File: src/rtl/riscv_definitions_pkg.sv
// riscv_definitions: shared type definitions for the phanes RV32I core.
//   alu_ops_t  - ALU operation code consumed by alu
//   op_a_sel_t - source select for ALU operand A (rs1 / pc / zero)
//   op_b_sel_t - source select for ALU operand B (rs2 / immediate)
package riscv_definitions;

    typedef enum logic [3:0] {
        ALU_ADD  = 4'd0,
        ALU_SUB  = 4'd1,
        ALU_SLL  = 4'd2,
        ALU_SLT  = 4'd3,
        ALU_SLTU = 4'd4,
        ALU_XOR  = 4'd5,
        ALU_SRL  = 4'd6,
        ALU_SRA  = 4'd7,
        ALU_OR   = 4'd8,
        ALU_AND  = 4'd9
    } alu_ops_t;

    typedef enum logic [1:0] {
        OPA_RS1  = 2'd0,
        OPA_PC   = 2'd1,
        OPA_ZERO = 2'd2
    } op_a_sel_t;

    typedef enum logic {
        OPB_RS2 = 1'b0,
        OPB_IMM = 1'b1
    } op_b_sel_t;

endpackage

File: src/rtl/operand_fwd_mux.sv
// operand_fwd_mux: resolves one register operand against in-flight producers.
// Priority: MEM stage result, then WB stage result, then the stored register
// data. Register x0 always reads as zero regardless of any producer.
//   rs_addr / rs_data          - registered source index and its stored data
//   mem_fwd_* / wb_fwd_*       - producer valid, destination and result
//   fwd_data                   - resolved operand value
module operand_fwd_mux #(
    parameter int XLEN       = 32,
    parameter int REG_ADDR_W = 5
) (
    input  logic [REG_ADDR_W-1:0] rs_addr,
    input  logic [XLEN-1:0]       rs_data,
    input  logic                  mem_fwd_valid,
    input  logic [REG_ADDR_W-1:0] mem_fwd_rd,
    input  logic [XLEN-1:0]       mem_fwd_data,
    input  logic                  wb_fwd_valid,
    input  logic [REG_ADDR_W-1:0] wb_fwd_rd,
    input  logic [XLEN-1:0]       wb_fwd_data,
    output logic [XLEN-1:0]       fwd_data
);

    logic rs_is_zero;
    logic mem_hit;
    logic wb_hit;

    always_comb begin
        rs_is_zero = (rs_addr == '0);
        mem_hit    = mem_fwd_valid && (mem_fwd_rd == rs_addr) && !rs_is_zero;
        wb_hit     = wb_fwd_valid && (wb_fwd_rd == rs_addr) && !rs_is_zero;
        fwd_data   = rs_data;
        if (rs_is_zero) begin
            fwd_data = '0;
        end else if (mem_hit) begin
            fwd_data = mem_fwd_data;
        end else if (wb_hit) begin
            fwd_data = wb_fwd_data;
        end
    end

endmodule

File: src/rtl/id_ex_stage.sv
// id_ex_stage: decode-to-execute pipeline register for the phanes RV32I core.
// Holds one decoded instruction, forwards MEM/WB results into its register
// operands, and presents operand_a / operand_b / alu_op to the ALU.
//   in_valid/in_ready + id_*        - upstream decode handshake and payload
//   flush                           - drop held and incoming instruction
//   mem_fwd_* / wb_fwd_*            - forwarding sources
//   ex_valid/ex_ready + outputs     - downstream execute handshake and payload
//   stall_cycles                    - saturating count of back-pressured cycles
//
// Handshake: a transfer happens on a rising edge where valid && ready. The
// upstream side may offer at any time; in_ready is high whenever the single
// entry is empty or is being consumed in the same cycle. ex_valid stays high
// and the payload stays stable until ex_ready is seen. flush overrides both.
module id_ex_stage
    import riscv_definitions::*;
#(
    parameter int XLEN       = 32,
    parameter int REG_ADDR_W = 5
) (
    input  logic                  clk,
    input  logic                  rst,
    input  logic                  in_valid,
    output logic                  in_ready,
    input  logic [XLEN-1:0]       id_pc,
    input  logic [REG_ADDR_W-1:0] id_rs1_addr,
    input  logic [REG_ADDR_W-1:0] id_rs2_addr,
    input  logic [REG_ADDR_W-1:0] id_rd_addr,
    input  logic [XLEN-1:0]       id_rs1_data,
    input  logic [XLEN-1:0]       id_rs2_data,
    input  logic [XLEN-1:0]       id_imm,
    input  alu_ops_t              id_alu_op,
    input  op_a_sel_t             id_op_a_sel,
    input  op_b_sel_t             id_op_b_sel,
    input  logic                  id_reg_write,
    input  logic                  flush,
    input  logic                  mem_fwd_valid,
    input  logic [REG_ADDR_W-1:0] mem_fwd_rd,
    input  logic [XLEN-1:0]       mem_fwd_data,
    input  logic                  wb_fwd_valid,
    input  logic [REG_ADDR_W-1:0] wb_fwd_rd,
    input  logic [XLEN-1:0]       wb_fwd_data,
    output logic                  ex_valid,
    input  logic                  ex_ready,
    output logic [XLEN-1:0]       operand_a,
    output logic [XLEN-1:0]       operand_b,
    output alu_ops_t              alu_op,
    output logic [XLEN-1:0]       ex_pc,
    output logic [REG_ADDR_W-1:0] ex_rd_addr,
    output logic                  ex_reg_write,
    output logic [31:0]           stall_cycles
);

    logic                  valid_q,       valid_d;
    logic [XLEN-1:0]       pc_q,          pc_d;
    logic [REG_ADDR_W-1:0] rs1_addr_q,    rs1_addr_d;
    logic [REG_ADDR_W-1:0] rs2_addr_q,    rs2_addr_d;
    logic [REG_ADDR_W-1:0] rd_addr_q,     rd_addr_d;
    logic [XLEN-1:0]       rs1_data_q,    rs1_data_d;
    logic [XLEN-1:0]       rs2_data_q,    rs2_data_d;
    logic [XLEN-1:0]       imm_q,         imm_d;
    alu_ops_t              alu_op_q,      alu_op_d;
    op_a_sel_t             op_a_sel_q,    op_a_sel_d;
    op_b_sel_t             op_b_sel_q,    op_b_sel_d;
    logic                  reg_write_q,   reg_write_d;
    logic [31:0]           stall_cycles_q, stall_cycles_d;

    logic            capture;
    logic            held;
    logic [XLEN-1:0] rs1_fwd;
    logic [XLEN-1:0] rs2_fwd;

    operand_fwd_mux #(.XLEN(XLEN), .REG_ADDR_W(REG_ADDR_W)) u_fwd_rs1 (
        .rs_addr      (rs1_addr_q),
        .rs_data      (rs1_data_q),
        .mem_fwd_valid(mem_fwd_valid),
        .mem_fwd_rd   (mem_fwd_rd),
        .mem_fwd_data (mem_fwd_data),
        .wb_fwd_valid (wb_fwd_valid),
        .wb_fwd_rd    (wb_fwd_rd),
        .wb_fwd_data  (wb_fwd_data),
        .fwd_data     (rs1_fwd)
    );

    operand_fwd_mux #(.XLEN(XLEN), .REG_ADDR_W(REG_ADDR_W)) u_fwd_rs2 (
        .rs_addr      (rs2_addr_q),
        .rs_data      (rs2_data_q),
        .mem_fwd_valid(mem_fwd_valid),
        .mem_fwd_rd   (mem_fwd_rd),
        .mem_fwd_data (mem_fwd_data),
        .wb_fwd_valid (wb_fwd_valid),
        .wb_fwd_rd    (wb_fwd_rd),
        .wb_fwd_data  (wb_fwd_data),
        .fwd_data     (rs2_fwd)
    );

    always_comb begin
        in_ready = !valid_q || ex_ready;
        capture  = in_valid && in_ready && !flush;
        held     = valid_q && !ex_ready;

        valid_d        = valid_q;
        pc_d           = pc_q;
        rs1_addr_d     = rs1_addr_q;
        rs2_addr_d     = rs2_addr_q;
        rd_addr_d      = rd_addr_q;
        rs1_data_d     = rs1_data_q;
        rs2_data_d     = rs2_data_q;
        imm_d          = imm_q;
        alu_op_d       = alu_op_q;
        op_a_sel_d     = op_a_sel_q;
        op_b_sel_d     = op_b_sel_q;
        reg_write_d    = reg_write_q;
        stall_cycles_d = stall_cycles_q;

        if (flush) begin
            valid_d = 1'b0;
        end else if (capture) begin
            valid_d = 1'b1;
        end else if (ex_ready) begin
            valid_d = 1'b0;
        end

        if (capture) begin
            pc_d        = id_pc;
            rs1_addr_d  = id_rs1_addr;
            rs2_addr_d  = id_rs2_addr;
            rd_addr_d   = id_rd_addr;
            rs1_data_d  = id_rs1_data;
            rs2_data_d  = id_rs2_data;
            imm_d       = id_imm;
            alu_op_d    = id_alu_op;
            op_a_sel_d  = id_op_a_sel;
            op_b_sel_d  = id_op_b_sel;
            reg_write_d = id_reg_write;
        end else if (held) begin
            // A producer may retire while we wait; latch its result so the
            // operand stays correct after the forward source disappears.
            rs1_data_d = rs1_fwd;
            rs2_data_d = rs2_fwd;
        end

        if (held && (stall_cycles_q != 32'hFFFF_FFFF)) begin
            stall_cycles_d = stall_cycles_q + 32'd1;
        end
    end

    always_ff @(posedge clk or posedge rst) begin
        if (rst) begin
            valid_q        <= 1'b0;
            pc_q           <= '0;
            rs1_addr_q     <= '0;
            rs2_addr_q     <= '0;
            rd_addr_q      <= '0;
            rs1_data_q     <= '0;
            rs2_data_q     <= '0;
            imm_q          <= '0;
            alu_op_q       <= ALU_ADD;
            op_a_sel_q     <= OPA_RS1;
            op_b_sel_q     <= OPB_RS2;
            reg_write_q    <= 1'b0;
            stall_cycles_q <= '0;
        end else begin
            valid_q        <= valid_d;
            pc_q           <= pc_d;
            rs1_addr_q     <= rs1_addr_d;
            rs2_addr_q     <= rs2_addr_d;
            rd_addr_q      <= rd_addr_d;
            rs1_data_q     <= rs1_data_d;
            rs2_data_q     <= rs2_data_d;
            imm_q          <= imm_d;
            alu_op_q       <= alu_op_d;
            op_a_sel_q     <= op_a_sel_d;
            op_b_sel_q     <= op_b_sel_d;
            reg_write_q    <= reg_write_d;
            stall_cycles_q <= stall_cycles_d;
        end
    end

    always_comb begin
        operand_a = '0;
        case (op_a_sel_q)
            OPA_RS1: operand_a = rs1_fwd;
            OPA_PC:  operand_a = pc_q;
            default: operand_a = '0;
        endcase
        operand_b = (op_b_sel_q == OPB_IMM) ? imm_q : rs2_fwd;
    end

    assign ex_valid     = valid_q;
    assign alu_op       = alu_op_q;
    assign ex_pc        = pc_q;
    assign ex_rd_addr   = rd_addr_q;
    assign ex_reg_write = reg_write_q && valid_q;
    assign stall_cycles = stall_cycles_q;

endmodule

File: config.mk
export PLATFORM = sky130hd
export DESIGN_NAME = id_ex_stage
export DESIGN_NICKNAME = d
export VERILOG_FILES = /design/src/rtl/riscv_definitions_pkg.sv /design/src/rtl/operand_fwd_mux.sv /design/src/rtl/id_ex_stage.sv
export SDC_FILE = /design/constraint.sdc
export NUM_CORES = 1
export LEC_CHECK = 0
export CELL_PAD_IN_SITES_DETAIL_PLACEMENT = 0
export CELL_PAD_IN_SITES_GLOBAL_PLACEMENT = 1
export CORE_AREA = 5 5 198 200
export CTS_BUF_LIST = sky130_fd_sc_hd__clkbuf_2 sky130_fd_sc_hd__clkbuf_4 sky130_fd_sc_hd__clkbuf_8
export CTS_CLUSTER_DIAMETER = 150
export DETAILED_ROUTE_END_ITERATION = 10
export DIE_AREA = 0 0 203 205
export GPL_ROUTABILITY_DRIVEN = 0
export PLACE_DENSITY = 0.68
export SLEW_MARGIN = 20
export SYNTH_ARGS = -nofsm -noshare
export SYNTH_HDL_FRONTEND = slang
export SYNTH_SLANG_ARGS = --single-unit
File: constraint.sdc
create_clock -name clk -period 10.88 [get_ports clk]
set_input_delay 2.176 -clock clk [delete_from_list [all_inputs] [get_ports clk]]
set_output_delay 2.176 -clock clk [all_outputs]
set_load 0.005 [all_outputs]
==> metrics, run 1 <==
DIE AREA=0.04162 mm²; PwrDens=146.2 mW/mm²; cts hold-fix bufs=0; CTS Buffer Depth=2; slowest library cell on the worst path=buf_4; H-tree levels=4; status=finished clean; Top FF cell, synth=dfrtp_1; top achievable clock speed=139.2 MHz; Yosys reg bits=184; # DRC=0; asr flop ratio synth=1.000; Startpoint Class=input port; Total Wirelength=44030 µm; Syn Nets=1166; Die H=205 µm; DR vias=9233; total clock sinks=184; CP Data Required Time=8.70 ns; root buffer cell=clkbuf_8; pre-CTS setup slack=3.691 ns; DP Wirelength=29430 µm; DRT Pass-1 Iters=5; Initial Util=0.2951; CTS tree=yes; logic gate share of total power=0.360; leak pwr=5.840 nW; largest net degree at the start of global routing=133; Buf+Inv Stages, Crit Path=3; WS Path Type=in2out; Seq pwr share=0.400; # IOs=372; Seq. cell area=0.004606 mm²; Hold Vio Cnt, Final=0; Hold WS=0.4986 ns; clk slew on worst S/H paths=0.10 ns; crit-path max cell delay=0.60 ns; initial antenna violation count=7; grt ovf=0; crit path DAT=5.01 ns; Hold Crit Class=reg2reg; switching power=0.7353 mW; clk_lat worst skew=0.49 ns; GRT Resource Usage Total=0.2089; P&R area growth vs syn=41.22%; Avg Cell Area, Syn=11.77 µm²; port bufs=371; final cycle utilization of the critical path=0.6601; r2r setup slk=7.90 ns; Post-synth EDFFs=0; Worst slew margin=0.3186; Die Width=203 µm; CTS Buf Count=17; Syn. warnings=0; Detailed Route Iter0 Violations=309; share of cells above drive strength 1=0.2292; Worst Setup End Kind=primary output; DR vias/cell=5.273; Final setup viols=0; first-pass GRT wire length=65860 µm; critical path, cell by cell=clkdlybuf4s50_1 > xor2_1 > nor3_1 > nor2b_4 > buf_4 > a221oi_2 > o31ai_1 > clkdlybuf4s50_1; sequential fraction of the synthesis area=0.4192; core area=0.03722 mm²; vias in the first global route=10060; CP Max Fanout=32; Post CTS Setup Buffer Count=0; Worst Clk Skew=0.01516 ns; Clk pwr share=0.240; Synth Instances=933; Yosys cell types=46; # nets final=1495; Crit path top cell by count=clkdlybuf4s50_1; Cell Rows=71; Syn Std Cell Area=0.01098 mm²; Setup TNS=0 ns; peak supply drop=79.93 µV; CP top delay family=buffers and inverters; final antenna-violating net count=0; Switching Fraction=0.3242; Worst Tran Pin Value=1.022 ns; Final WS setup=3.698 ns; Multi-input gate area=0.005937 mm²; max-cap viol count=0; WL per Instance=25.15 µm; final core occ=0.4167; Max Slew Vio Count=0; RSZ-0062 raised after global routing=false; minimum clock period=7.182 ns; total of fill cells in the finished design=3562; Internal=1.533 mW; post-cts sizing count=0
[per-stage QoR]
| stage | area [µm²] | total power [mW] | cells |
|---|---|---|---|
| after CTS | 15500 | 2.305 | 1748 |
| after global placement | 15010 | 1.731 | 1715 |
| after floorplan | 10980 | 1.311 | 933 |
| after global routing | 15510 | 2.392 | 1750 |
| final | 15510 | 2.268 | 1751 |
| after detailed placement | 15060 | 1.746 | 1717 |
[sequential cells by signal, summed over array words and instances (netlist names), 5 cells and up]
signal	flops
rs2_data_q	32
imm_q	32
stall_cycles	32
rs1_addr_q	5
ex_rd_addr	5
rs1_data_q	32
ex_pc	32
rs2_addr_q	5
[metal layers]
| layer | vias to the layer above | part of all wire | global-route usage |
|---|---|---|---|
| met5 | - | 0.0013 | 0 |
| met1 | 4652 | 0.44 | 0.2662 |
| met3 | 54 | 0.065 | 0.06031 |
| met2 | 318 | 0.48 | 0.3451 |
| li1 | 4201 | - | - |
| met4 | 8 | 0.020 | 0.06377 |
[placed cells by master (no fill, tap or decap), types with 3 or more instances in the layout]
| master | netlist | layout |
|---|---|---|
| o32ai_1 | 4 | 4 |
| nand4_1 | 14 | 14 |
| or2_2 | 1 | 3 |
| buf_4 | 5 | 17 |
| nor2_1 | 83 | 81 |
| nand2b_1 | 3 | 3 |
| nand3_1 | 9 | 9 |
| dfrtp_1 | 184 | 183 |
| diode_2 | 0 | 3 |
| xor2_1 | 16 | 16 |
| and3_1 | 4 | 4 |
| mux2i_1 | 65 | 65 |
| a221oi_1 | 3 | 3 |
| clkbuf_8 | 0 | 18 |
| o31ai_1 | 59 | 59 |
| nand2_1 | 80 | 80 |
| nor2b_4 | 0 | 5 |
| mux2_2 | 88 | 88 |
| o211ai_2 | 4 | 4 |
| inv_6 | 0 | 5 |
| bufinv_16 | 0 | 4 |
| o32ai_2 | 60 | 60 |
| xnor2_1 | 32 | 32 |
| o21ai_4 | 0 | 3 |
| o31ai_2 | 5 | 5 |
| inv_1 | 8 | 7 |
| clkdlybuf4s50_1 | 0 | 370 |
| a221oi_2 | 61 | 61 |
| and2_1 | 36 | 35 |
| nor3_1 | 6 | 6 |
[final cells by class]
| type | count | share of cell area |
|---|---|---|
| diodes | 3 | 0.0004840 |
| clock buffers | 18 | 0.01597 |
| clock inverters | 13 | 0.01226 |
| inverters | 8 | 0.002420 |
| multi-input cells | 661 | 0.3828 |
| flip-flops and latches | 184 | 0.2970 |
| well taps | 474 | 0.03824 |
| repair buffers | 390 | 0.2509 |
[worst register-to-register path: stages, from the launching register on]
cell and delay, ns:
dfrtp_1 0.41, nor2b_4 0.13, buf_4 0.29, inv_1 0.27
and2_4 0.53, buf_4 0.73, mux2_2 0.50
[Yosys cell counts (7+ instances only)]
master / number / area share
o32ai_2: 60 / 0.089
inv_1: 8 / 0.0027
dfrtp_1: 184 / 0.42
xor2_1: 16 / 0.013
o31ai_1: 59 / 0.040
mux2i_1: 65 / 0.059
mux2_2: 88 / 0.090
nand2_1: 80 / 0.027
buf_2: 23 / 0.010
clkbuf_1: 36 / 0.012
buf_6: 7 / 0.0072
nor2_1: 83 / 0.028
and2_1: 36 / 0.021
xnor2_1: 32 / 0.026
a221oi_2: 61 / 0.083
nand4_1: 14 / 0.0080
nand3_1: 9 / 0.0041
[cell families (layout without fill, tap and decap cells)]
kind of cell,count (synthesis),after routing,share of synthesized area
adders and majority gates,1,1,0.001139
buffers and inverters,88,429,0.04910
muxes,153,153,0.1495
and+or+nand+nor,254,254,0.1083
other,0,3,0
DFF,184,184,0.4192
AOI/OAI and AO/OA,205,205,0.2344
xor gates and xnor gates,48,48,0.03828
[power by group through the flow]
stage               clock network, mW  registers (mW)  logic, mW
finish                          0.544           0.906      0.818
global route                    0.591           0.923      0.878
CTS                             0.567           0.907      0.832
detailed placement                  0           0.919      0.827
global placement                    0           0.916      0.815
floorplan                           0           0.883      0.427
[worst paths after layout]
path,from,to,cells past startpoint
max in group asynchronous,rst,imm_q[29],3
max,wb_fwd_rd[4],operand_a[24],8
max reg2reg,ex_valid,imm_q[30],6
min in group asynchronous,rst,rs1_addr_q[0],2
min,stall_cycles[14],stall_cycles[14],1
min reg2reg,stall_cycles[14],stall_cycles[14],1
Power figures use the tool's default switching activity.
==> run 2: changes to the inputs <==
--- a/config.mk
+++ b/config.mk
@@ -13,7 +13,7 @@
 export DETAILED_ROUTE_END_ITERATION = 10
 export DIE_AREA = 0 0 203 205
 export GPL_ROUTABILITY_DRIVEN = 0
-export PLACE_DENSITY = 0.68
+export PLACE_DENSITY = 0.71
 export SLEW_MARGIN = 20
 export SYNTH_ARGS = -nofsm -noshare
 export SYNTH_HDL_FRONTEND = slang
==> constraint.sdc (replaced) <==
create_clock -name clk -period 6.35 [get_ports clk]
set_input_delay 1.27 -clock clk [delete_from_list [all_inputs] [get_ports clk]]
set_output_delay 1.27 -clock clk [all_outputs]
set_load 0.005 [all_outputs]
==> run 2 against run 1 <==
Compared with the run above: global-route usage decreased by 0.091 points; cell area up 0.91%; critical path type unchanged; first-iteration DRC count rose by 40%; power up 75%; non-clock buffer count up 8; critical endpoint is now operand_b[31]; via count is 0.84% higher; routed wire length about the same; die area is the same; worst hold slack improved by 0.012 ns; final cell count increased by 0.46%; critical path depth decreased by 1; sequential power grew 69%.
==> metrics, run 2 (synthesis gave the netlist of run 1 again) <==
WS Path Type=in2out; most frequent cells in the layout=clkdlybuf4s50_1, dfrtp_1, mux2_2; crit path DAT=4.33 ns (-0.68 ns); CP top delay family=buffers and inverters; Worst slew margin=0.2632 (-0.05548); post-cts sizing count=0 (unchanged); Initial Util=0.2951 (unchanged); Post CTS Setup Buffer Count=0 (unchanged); grt ovf=0 (unchanged); clk slew on worst S/H paths=0.10 ns (about the same); Seq. cell area=0.004606 mm² (unchanged); P&R area growth vs syn=42.50%; Max Slew Vio Count=0 (unchanged); most common cell after layout, fill and taps aside=clkdlybuf4s50_1; design area=0.01565 mm² (+0.91%); Hold Crit Class=reg2reg; crit-path max cell delay=0.80 ns (+0.20 ns); minimum clock period=5.604 ns; share of cells above drive strength 1=0.2346 (+0.005407); DP Wirelength=30380 µm (+3.2%); clk_lat worst skew=0.51 ns (+0.02 ns); Crit path top cell by count=clkdlybuf4s50_1; largest net degree at the start of global routing=98 (-26%); Cell Rows=71 (unchanged); GRT Resource Usage Total=0.2080 (-0.0009118); total of fill cells in the finished design=3584 (+0.62%); critical path, cell by cell=clkdlybuf4s50_1 > xor2_1 > nor3_2 > or3b_4 > a221oi_1 > o31ai_1 > clkdlybuf4s50_1; DRT Pass-1 Iters=4 (-1); CTS tree=yes; Final setup viols=0 (unchanged); vias in the first global route=10210 (+1.5%); WL per Instance=25.05 µm (-0.39%); cts hold-fix bufs=0 (unchanged); Worst Clk Skew=0.01965 ns (+0.004488 ns); CP Max Fanout=32 (unchanged); Die Width=203 µm (unchanged); DIE AREA=0.04162 mm² (unchanged); RSZ-0062 raised after global routing=false; max-cap viol count=0 (unchanged); # nets final=1503 (+0.54%); Startpoint Class=input port; core area=0.03722 mm² (unchanged); total clock sinks=184 (unchanged); Total Wirelength=44060 µm (about the same); Buf+Inv Stages, Crit Path=2 (-1); final antenna-violating net count=0 (unchanged); top achievable clock speed=178.4 MHz; final cycle utilization of the critical path=0.8825; Detailed Route Iter0 Violations=433 (+40%); # IOs=372 (unchanged); port bufs=371 (unchanged); Setup TNS=0 ns (unchanged); Final WS setup=0.7460 ns (-2.952 ns); DR vias=9311 (+0.84%); DR vias/cell=5.293 (+0.39%); # DRC=0 (unchanged); slowest library cell on the worst path=or3b_4; Worst Tran Pin Value=1.105 ns (+0.08322 ns); leak pwr=5.916 nW (+1.3%); Die H=205 µm (unchanged); Worst Setup End Kind=primary output; first-pass GRT wire length=65560 µm (-0.45%); CTS Buffer Depth=2 (unchanged); root buffer cell=clkbuf_8; pre-CTS setup slack=0.7392 ns (-2.952 ns); CP Data Required Time=5.08 ns (-3.62 ns); Hold Vio Cnt, Final=0 (unchanged); PwrDens=254.1 mW/mm² (+74%); Multi-input gate area=0.005939 mm² (about the same); final core occ=0.4205 (+0.003799); H-tree levels=4 (unchanged); dpl cell area=0.01513 mm² (+0.43%); Total Power=3.977 mW (+75%); status=finished clean; CTS Buf Count=17 (unchanged); peak supply drop=140.2 µV (+75%); initial antenna violation count=7 (unchanged)
==> run 2: cell count changes in the layout (fill, tap and decap cells not counted) <==
cell       change
buf_12         +4
buf_16         -1
buf_4          +5
bufinv_16      +2
diode_2        -1
inv_6          -1
or3b_2         -1
or3b_4         +1
==> run 2: path summary, 6_finish.rpt <==
check / endpoint / slack (ns) / startpoint / cells past startpoint
worst max-delay path: operand_b[31] / 0.75 / wb_fwd_rd[4] / 7
worst min-delay path: stall_cycles[14] / 0.51 / stall_cycles[14] / 1
worst max register to register: rs1_data_q[0] / 3.57 / rs1_addr_q[4] / 6
worst min register to register: stall_cycles[14] / 0.51 / stall_cycles[14] / 1
max in group asynchronous: op_b_sel_q / 3.91 / rst / 3
min in group asynchronous: ex_pc[24] / 1.25 / rst / 2
==> run 2: per-stage QoR <==
| stage | hold slack, ns | std cells |
|---|---|---|
| 3_5_place_dp | 0.4893 | 1724 |
| 2_1_floorplan | 0.4728 | 933 |
| 6_report | 0.5108 | 1759 |
| 5_1_grt | 0.5409 | 1758 |
| 3_3_place_gp | 0.4903 | 1724 |
| 4_1_cts | 0.5090 | 1756 |
==> run 2: power breakdown <==
part           switching [mW]  total, mW  internal [mW]
logic                   0.605       1.42          0.818
registers               0.164       1.53           1.37
clock network           0.500       1.02          0.523
total                    1.27       3.98           2.71
==> run 2: area by class of cell <==
cell class / instances / area share
multi-input cells: 661 / 0.3795
clock buffers: 18 / 0.01583
clock inverters: 14 / 0.01543
diodes: 2 / 0.0003198
repair buffers: 398 / 0.2544
inverters: 8 / 0.002398
flip-flops and latches: 184 / 0.2943
well taps: 474 / 0.03789
==> run 2: layer usage <==
metal | vias up | track usage | wire length, µm
li1 | 4210 | - | -
met1 | 4747 | 0.2678 | 19150
met2 | 291 | 0.3470 | 21450
met3 | 53 | 0.05414 | 2469
met4 | 10 | 0.05868 | 915
met5 | - | 0 | 76
==> run 3: changes to the inputs <==
--- a/config.mk
+++ b/config.mk
@@ -7,12 +7,12 @@
 export LEC_CHECK = 0
 export CELL_PAD_IN_SITES_DETAIL_PLACEMENT = 0
 export CELL_PAD_IN_SITES_GLOBAL_PLACEMENT = 1
-export CORE_AREA = 5 5 198 200
+export CORE_AREA = 5 5 277 144
 export CTS_BUF_LIST = sky130_fd_sc_hd__clkbuf_2 sky130_fd_sc_hd__clkbuf_4 sky130_fd_sc_hd__clkbuf_8
 export CTS_CLUSTER_DIAMETER = 150
 export DETAILED_ROUTE_END_ITERATION = 10
-export DIE_AREA = 0 0 203 205
-export GPL_ROUTABILITY_DRIVEN = 0
+export DIE_AREA = 0 0 282 149
+export GPL_TIMING_DRIVEN = 0
 export PLACE_DENSITY = 0.71
 export SLEW_MARGIN = 20
 export SYNTH_ARGS = -nofsm -noshare
==> run 3 against run 2 <==
Compared with the run above: core utilization is 0.67 points higher; count of clock-buffer cells in the layout decreased by 1; critical path depth grew 1; global-route usage grew 2.0 points; setup slack better by 0.10 ns; final cell count up 4.2%; maximum frequency is 1.9% higher.
==> metrics, run 3 (synthesis gave the netlist of run 1 again) <==
status=finished clean; Cell Rows=50 (-30%); Detailed Route Iter0 Violations=602 (+39%); first-pass GRT wire length=70320 µm (+7.3%); post-cts sizing count=0 (unchanged); leak pwr=6.000 nW (+1.4%); peak supply drop=100.5 µV (-28%); WL per Instance=26.70 µm (+6.6%); GR Util met1=0.3275 (+0.05975); final cycle utilization of the critical path=0.8663 (-0.01617); CP Max Fanout=10 (-69%); Worst Tran Pin Value=1.191 ns (+0.08550 ns); most common cell after layout, fill and taps aside=clkdlybuf4s50_1; Die Width=282 µm (+39%); P&R area growth vs syn=43.80%; H-tree levels=4 (unchanged); DP Wirelength=37390 µm (+23%); RSZ-0062 raised after global routing=false; DRT Pass-1 Iters=5 (+1); CTS Buffer Depth=2 (unchanged); share of cells above drive strength 1=0.2280 (-0.006654); WS Path Type=in2out; Hold Vio Cnt, Final=0 (unchanged); Die H=149 µm (-27%); max-cap viol count=0 (unchanged); clk slew on worst S/H paths=0.11 ns (about the same); Setup TNS=0 ns (unchanged); DR vias=9427 (+1.2%); clk_lat worst skew=0.52 ns (about the same); gpl congestion=0.7990; vias in the first global route=10120 (-0.85%); Hold Crit Class=reg2reg; final antenna-violating net count=0 (unchanged); GRT Resource Usage Total=0.2283 (+0.02028); most frequent cells in the layout=clkdlybuf4s50_1, dfrtp_1, mux2_2; total clock sinks=184 (unchanged); DIE AREA=0.04202 mm² (+0.97%); grt ovf=0 (unchanged); Worst Clk Skew=0.01755 ns (-0.002103 ns); CP Data Required Time=5.08 ns (about the same); Hold WS=0.5211 ns (+0.01030 ns); # IOs=372 (unchanged); minimum clock period=5.501 ns (-0.1027 ns); met2 global-route usage=0.3495 (+0.002525); Startpoint Class=input port; Initial Util=0.2971 (+0.001987); DR vias/cell=5.146 (-2.8%); top achievable clock speed=181.8 MHz (+1.9%); CTS Buf Count=17 (unchanged); Max Slew Vio Count=0 (unchanged); GR Layer Usage met3=0.06318 (+0.009045); CTS tree=yes; # diodes=0 (-2); Total Wirelength=48910 µm (+11%); core area=0.03697 mm² (-0.67%); # nets final=1558 (+3.7%); PwrDens=245.7 mW/mm² (-3.3%); port bufs=371 (unchanged); Worst slew margin=0.2062 (-0.05700); Most Used Layer, Global Route=met2; largest net degree at the start of global routing=91 (-7.1%); # DRC=0 (unchanged); crit path DAT=4.23 ns (-0.10 ns); Post CTS Setup Buffer Count=0 (unchanged); Worst Setup End Kind=primary output; Final setup viols=0 (unchanged); cts hold-fix bufs=0 (unchanged); total of fill cells in the finished design=3501 (-2.3%); initial antenna violation count=1 (-6); root buffer cell=clkbuf_8
[run 3: path summary, 6_finish.rpt]
kind                          startpoint  cells past startpoint              to  slack, ns
setup / recovery           mem_fwd_rd[4]                      8   operand_a[21]       0.85
hold / removal                 imm_q[10]                      1       imm_q[10]       0.52
setup reg to reg                ex_valid                      8        imm_q[1]       3.44
hold reg to reg                imm_q[10]                      1       imm_q[10]       0.52
max in group asynchronous            rst                      4  rs1_data_q[19]       4.18
min in group asynchronous            rst                      2       alu_op[3]       1.04
[run 3: power by group]
group / internal, mW / switching, mW / total (mW) / leakage [nW]
Clock: 0.335 / 0.545 / 0.880 / 0.210
Combinational: 0.821 / 0.647 / 1.47 / 3.54
Sequential: 1.37 / 0.165 / 1.53 / 2.25
[run 3: cell type report]
class | instances | area [µm²] | share of cell area
multi-input cells | 661 | 5839 | 0.3697
flip-flops and latches | 184 | 4604 | 0.2915
plain buffers | 80 | 511.7 | 0.03240
inverters | 8 | 37.54 | 0.002377
well taps | 494 | 618.1 | 0.03913
clock buffers | 17 | 234.0 | 0.01481
clock inverters | 15 | 180.2 | 0.01141
repair buffers | 373 | 3769 | 0.2386
[run 3: metal layers]
metal / routed length [µm] / share of wire
met5: 8 / 0.00016
met3: 3390 / 0.069
met2: 21690 / 0.44
met1: 23350 / 0.48
met4: 472 / 0.0096
[run 3: per-stage QoR]
stage / setup slack [ns] / instance area (µm²) / instances / total power [mW] / util
3_3_place_gp: -3.391 / 15310 / 1798 / 3.006 / 0.4142
5_1_grt: 0.7633 / 15790 / 1832 / 4.084 / 0.4272
3_5_place_dp: 0.8920 / 15380 / 1800 / 3.028 / 0.4160
6_report: 0.8487 / 15790 / 1832 / 3.880 / 0.4272
2_1_floorplan: 0.07963 / 10980 / 933 / 2.246 / -
4_1_cts: 0.8780 / 15790 / 1832 / 3.922 / 0.4272
[run 3: worst max-delay path: stages]
cell,delay (ns)
clkdlybuf4s50_1,0.54
xnor2_1,0.14
nand4_1,0.18
nor2_1,0.55
clkbuf_4,0.46
a221oi_2,0.08
o31ai_1,0.41
clkdlybuf4s50_1,0.58
